--- config.mk ---
export PLATFORM = sky130hd
export DESIGN_NAME = piso_shift_tx_flat
export DESIGN_NICKNAME = d
export VERILOG_FILES = /design/src/rtl/piso_shift_tx_if.sv /design/src/rtl/piso_shift_tx.sv /design/src/flat_wrapper.sv
export SDC_FILE = /design/constraint.sdc
export NUM_CORES = 1
export LEC_CHECK = 0
export ABC_AREA = 1
export CAP_MARGIN = 10
export CORE_MARGIN = 2
export CORE_UTILIZATION = 50
export CTS_BUF_LIST = sky130_fd_sc_hd__clkbuf_8
export DETAILED_ROUTE_END_ITERATION = 16
export GPL_TIMING_DRIVEN = 0
export PLACE_DENSITY = 0.74
export SYNTH_ARGS = -nofsm -noshare
export SYNTH_HDL_FRONTEND = slang
export SYNTH_SLANG_ARGS = --single-unit
--- constraint.sdc ---
create_clock -name clk -period 3 [get_ports clk]
set_clock_uncertainty 0.1 [all_clocks]
set_input_delay 0.45 -clock clk [delete_from_list [all_inputs] [get_ports clk]]
set_output_delay 0.45 -clock clk [all_outputs]
set_load 0.02 [all_outputs]
--- src/rtl/piso_shift_tx_if.sv ---
// Load-side handshake and serial-side outputs of the PISO transmitter.
// The master drives words and the shift strobe; the slave (the transmitter) drives the serial stream.
interface piso_shift_tx_if #(
    parameter int WIDTH = 8
);
    logic [WIDTH-1:0] load_data;
    logic             load_valid;
    logic             load_ready;
    logic             shift_en;
    logic             ser_out;
    logic             ser_valid;
    logic             ser_last;
    logic             busy;

    modport master (
        output load_data, load_valid, shift_en,
        input  load_ready, ser_out, ser_valid, ser_last, busy
    );

    modport slave (
        input  load_data, load_valid, shift_en,
        output load_ready, ser_out, ser_valid, ser_last, busy
    );
endinterface

--- src/rtl/piso_shift_tx.sv ---
// Parallel-in serial-out transmitter: shifts WIDTH-bit words out MSB first, one bit per shift_en,
// with a one-word holding buffer so consecutive words stream without an idle bit slot.
module piso_shift_tx #(
    parameter int WIDTH = 8
) (
    input  logic           clk,
    input  logic           rst,
    piso_shift_tx_if.slave io
);
    localparam int CW = (WIDTH > 1) ? $clog2(WIDTH) : 1;
    localparam logic [CW-1:0] CNT_MAX = CW'(WIDTH - 1);

    typedef enum logic {
        IDLE,
        SHIFT
    } state_e;

    state_e           state_q, state_d;
    logic [WIDTH-1:0] shreg_q, shreg_d;
    logic [CW-1:0]    cnt_q, cnt_d;
    logic [WIDTH-1:0] hold_q, hold_d;
    logic             hold_full_q, hold_full_d;

    logic load_ready;
    logic xfer;
    logic word_done;

    assign load_ready = !rst && !hold_full_q;
    assign xfer       = io.load_valid && load_ready;
    // Edge on which the final bit of the current word is consumed.
    assign word_done  = (state_q == SHIFT) && io.shift_en && (cnt_q == '0);

    always_comb begin
        state_d     = state_q;
        shreg_d     = shreg_q;
        cnt_d       = cnt_q;
        hold_d      = hold_q;
        hold_full_d = hold_full_q;
        case (state_q)
            IDLE: begin
                if (xfer) begin
                    shreg_d = io.load_data;
                    cnt_d   = CNT_MAX;
                    state_d = SHIFT;
                end
            end
            SHIFT: begin
                if (io.shift_en) begin
                    if (cnt_q != '0) begin
                        shreg_d = {shreg_q[WIDTH-2:0], 1'b0};
                        cnt_d   = cnt_q - 1'b1;
                    end else if (hold_full_q) begin
                        shreg_d     = hold_q;
                        cnt_d       = CNT_MAX;
                        hold_full_d = 1'b0;
                    end else if (xfer) begin
                        // Same-edge load bypasses the buffer to keep the stream gapless.
                        shreg_d = io.load_data;
                        cnt_d   = CNT_MAX;
                    end else begin
                        state_d = IDLE;
                    end
                end
                if (xfer && !word_done) begin
                    hold_d      = io.load_data;
                    hold_full_d = 1'b1;
                end
            end
            default: state_d = IDLE;
        endcase
    end

    always_ff @(posedge clk) begin
        if (rst) begin
            state_q     <= IDLE;
            shreg_q     <= '0;
            cnt_q       <= '0;
            hold_q      <= '0;
            hold_full_q <= 1'b0;
        end else begin
            state_q     <= state_d;
            shreg_q     <= shreg_d;
            cnt_q       <= cnt_d;
            hold_q      <= hold_d;
            hold_full_q <= hold_full_d;
        end
    end

    assign io.load_ready = load_ready;
    assign io.ser_valid  = (state_q == SHIFT);
    assign io.ser_out    = (state_q == SHIFT) && shreg_q[WIDTH-1];
    assign io.ser_last   = (state_q == SHIFT) && (cnt_q == '0);
    assign io.busy       = (state_q == SHIFT) || hold_full_q;
endmodule
--- src/flat_wrapper.sv ---
// flat-port wrapper written by rule: the top's interface ports become plain ports
module piso_shift_tx_flat 
#(
    parameter int WIDTH = 8
)
  (clk, rst, io_load_data, io_load_valid, io_shift_en, io_load_ready, io_ser_out, io_ser_valid, io_ser_last, io_busy);
  piso_shift_tx_if #(.WIDTH(WIDTH)) io_i ();
  input  logic clk;
  input  logic rst;
  input wire logic [$bits(io_i.load_data)-1:0] io_load_data;
  input wire logic [$bits(io_i.load_valid)-1:0] io_load_valid;
  input wire logic [$bits(io_i.shift_en)-1:0] io_shift_en;
  output wire logic [$bits(io_i.load_ready)-1:0] io_load_ready;
  output wire logic [$bits(io_i.ser_out)-1:0] io_ser_out;
  output wire logic [$bits(io_i.ser_valid)-1:0] io_ser_valid;
  output wire logic [$bits(io_i.ser_last)-1:0] io_ser_last;
  output wire logic [$bits(io_i.busy)-1:0] io_busy;
  assign io_i.load_data = io_load_data;
  assign io_i.load_valid = io_load_valid;
  assign io_i.shift_en = io_shift_en;
  assign io_load_ready = io_i.load_ready;
  assign io_ser_out = io_i.ser_out;
  assign io_ser_valid = io_i.ser_valid;
  assign io_ser_last = io_i.ser_last;
  assign io_busy = io_i.busy;
  piso_shift_tx #(.WIDTH(WIDTH)) u_core (.clk(clk), .rst(rst), .io(io_i));
endmodule
==> results.ini <==
[yosys]
synth_fp_nets = 200
synth_compound_area_frac = 0.174
ys_seq_area_frac = 0.351
synthMuxAreaShare = 0
yosys.area_share.simple = 0.334
syn_inst = 186
syn_area_um2 = 1200
synth_xor_xnor_area_share = 0
synth_top_family_by_area = simple AND/OR/NAND/NOR gates
ys_warn_count = 0
synthAdderAreaFrac = 0.0209
synth.avg_cell_area_um2 = 6.43
ys_types = 22
ys_ff_latch = 21

[clocking]
cts_root_buffer = clkbuf_8
cts_buffers = 3
cts_buffer_depth = 2
cts_resized = 0
clkLatencyLatePin_ns = 0.28
hold_buffers = 0
cts_max_level = 1
numClockSinks = 21
cts.clk_slew.worst_paths_ns = 0.08
cts_tree = built
postCtsSetupRepairBufs = 0

[min_path]
hold_start = rst
hold_path_class = primary input to flop

[timing]
tns_ns = 0
final-setup-viol-count = 0
max_freq_mhz = 419
drv_slew = 0
worst_slew_pin_slew_ns = 0.535
layout_min_cycle_time_ns = 2.39
fin_crit_sh = 0.796
max_slew_margin = 0.643
final-hold-violation-count = 0
worst_slack_ns = 0.613
rsz0062_at_grt = false

[global_routing]
antenna_found_initial = 0
overflow = 0
busiest_layer = met2
grt_pass1_vias = 1057
met1_usage = 0.312
grt_util_met3 = 0.0424
grt_pass1_wl_um = 4640
use_met2 = 0.363
grt_util_all_layers = 0.232
grt_max_degree = 13

[detailed_routing]
drtIter0Drc = 32
firstDrtPassIters = 4
vias_per_cell = 5.24
dr_total_vias = 1220
antenna_left = 0
wl_um = 2830
drcViolationCount = 0
routedWlPerCell_um = 12.2

[critical_path]
cp_data_required_time_ns = 2.45
arrival_ns = 1.84
crit_fanout = 4
slowest_delay_ns = 0.66
path_cells = inv_1, ha_1, nand2_1, nor2_1, clkdlybuf4s50_1
critical_path_class = flop to output pin
worstReg2RegStart = u_core.cnt_q[1]
crit_path_end_kind = output pin
cp-startpoint = u_core.cnt_q[1]
cp-start-kind = flop
cpMaxStageDelayCell = clkdlybuf4s50_1

[place]
place_hpwl_um = 2100
place_ws_ns = 0.950
place_congestion = 0.915
port_buffers = 15
dpl-instance-area_um2 = 1380

[floorplan]
dieHeight_um = 52.9
dieArea_um2 = 2800
die_w_um = 52.9
core_area_um2 = 2230
io_pins = 17
start_util = 0.536
std_cell_rows = 17

[status]
status = complete, no violations

[power]
vdd_drop_max_mv = 0.371
leakage_uw = 0.000608
powerDensity_nw_per_um2 = 498
power.total_uw = 711

[layout]
fin_area_um2 = 1430
final_cell_mix = 58 x nand2_1, 25 x inv_1, 22 x a21oi_1
syn_to_final_growth_pct = 19.4
drive_gt1_frac = 0.0732
nets = 220
final_common_cell = nand2_1
ff_latch_area_um2 = 420
fill_cells = 240
multi_input_area_um2 = 632
diodes = 0
fin_util = 0.639

[job]
drv_cap = 0

layer usage:
layer	wire length, um	part of all wire	vias up
met5	0	0	-
li1	-	-	637
met3	158	0.056	5
met2	1230	0.43	43
met1	1400	0.49	535
met4	51	0.018	0
cell families after synthesis:
logic type | count (synthesis)
buffers and inverters | 33
AND/OR/NAND/NOR | 91
adder cells (fa/ha/maj) | 2
flip-flops | 21
AO/OA/AOI/OAI | 39
power breakdown:
group	leakage [uW]	total [uW]	internal [uW]	switching [uW]
Combinational	0.000411	206	78.7	127
Sequential	0.000172	312	300	12.2
Clock	0.0000255	193	93.0	99.8
Total	0.000608	711	472	239
worst max-delay path: cells and delay by family (launching register included):
kind,cells,cell delay [ns]
flops,1,0.32
simple gates,2,0.33
buf+inv,2,0.76
fa+ha+maj,1,0.15
Yosys cell counts, drive strengths merged:
master	n	share of area
a21oi	22	0.092
a31oi	4	0.021
dfxtp	21	0.35
o22ai	4	0.021
ha	2	0.021
clkinv	2	0.012
o21ai	8	0.033
buf	4	0.024
o211ai	1	0.0063
nand3	15	0.073
nand2	60	0.20
nor2	16	0.064
clkbuf	1	0.0031
inv	26	0.082
through the flow:
| step | hold WS (ns) | std cells |
|---|---|---|
| global placement | 0.357 | 229 |
| CTS | 0.297 | 233 |
| global route | 0.316 | 233 |
| detailed placement | 0.359 | 229 |
| finish | 0.305 | 233 |
| floorplan | 0.345 | 186 |
cell type report:
cell class                      count  share of cell area
Multi-Input combinational cell    132               0.443
Sequential cell                    21               0.294
Timing Repair Buffer               15               0.105
Inverter                           28              0.0780
Clock buffer                        3              0.0289
Tap cell                           28              0.0245
Buffer                              5              0.0228
Clock inverter                      1             0.00351
flip-flops by register name (all words and copies together), names as in the netlist:
register / count
u_core.hold_full_q: 1
u_core.io.ser_valid: 1
u_core.shreg_q: 8
u_core.hold_q: 8
u_core.cnt_q: 3
final timing paths:
kind                            end  slack (ns)  depth (start not counted)
hold reg to reg    u_core.hold_q[1]        0.37                          2
setup / recovery        io_ser_last        0.61                          5
setup reg to reg  u_core.shreg_q[6]        1.36                          8
hold / removal      u_core.cnt_q[1]        0.31                          2
Note: power is estimated with default switching activity, not from simulation.
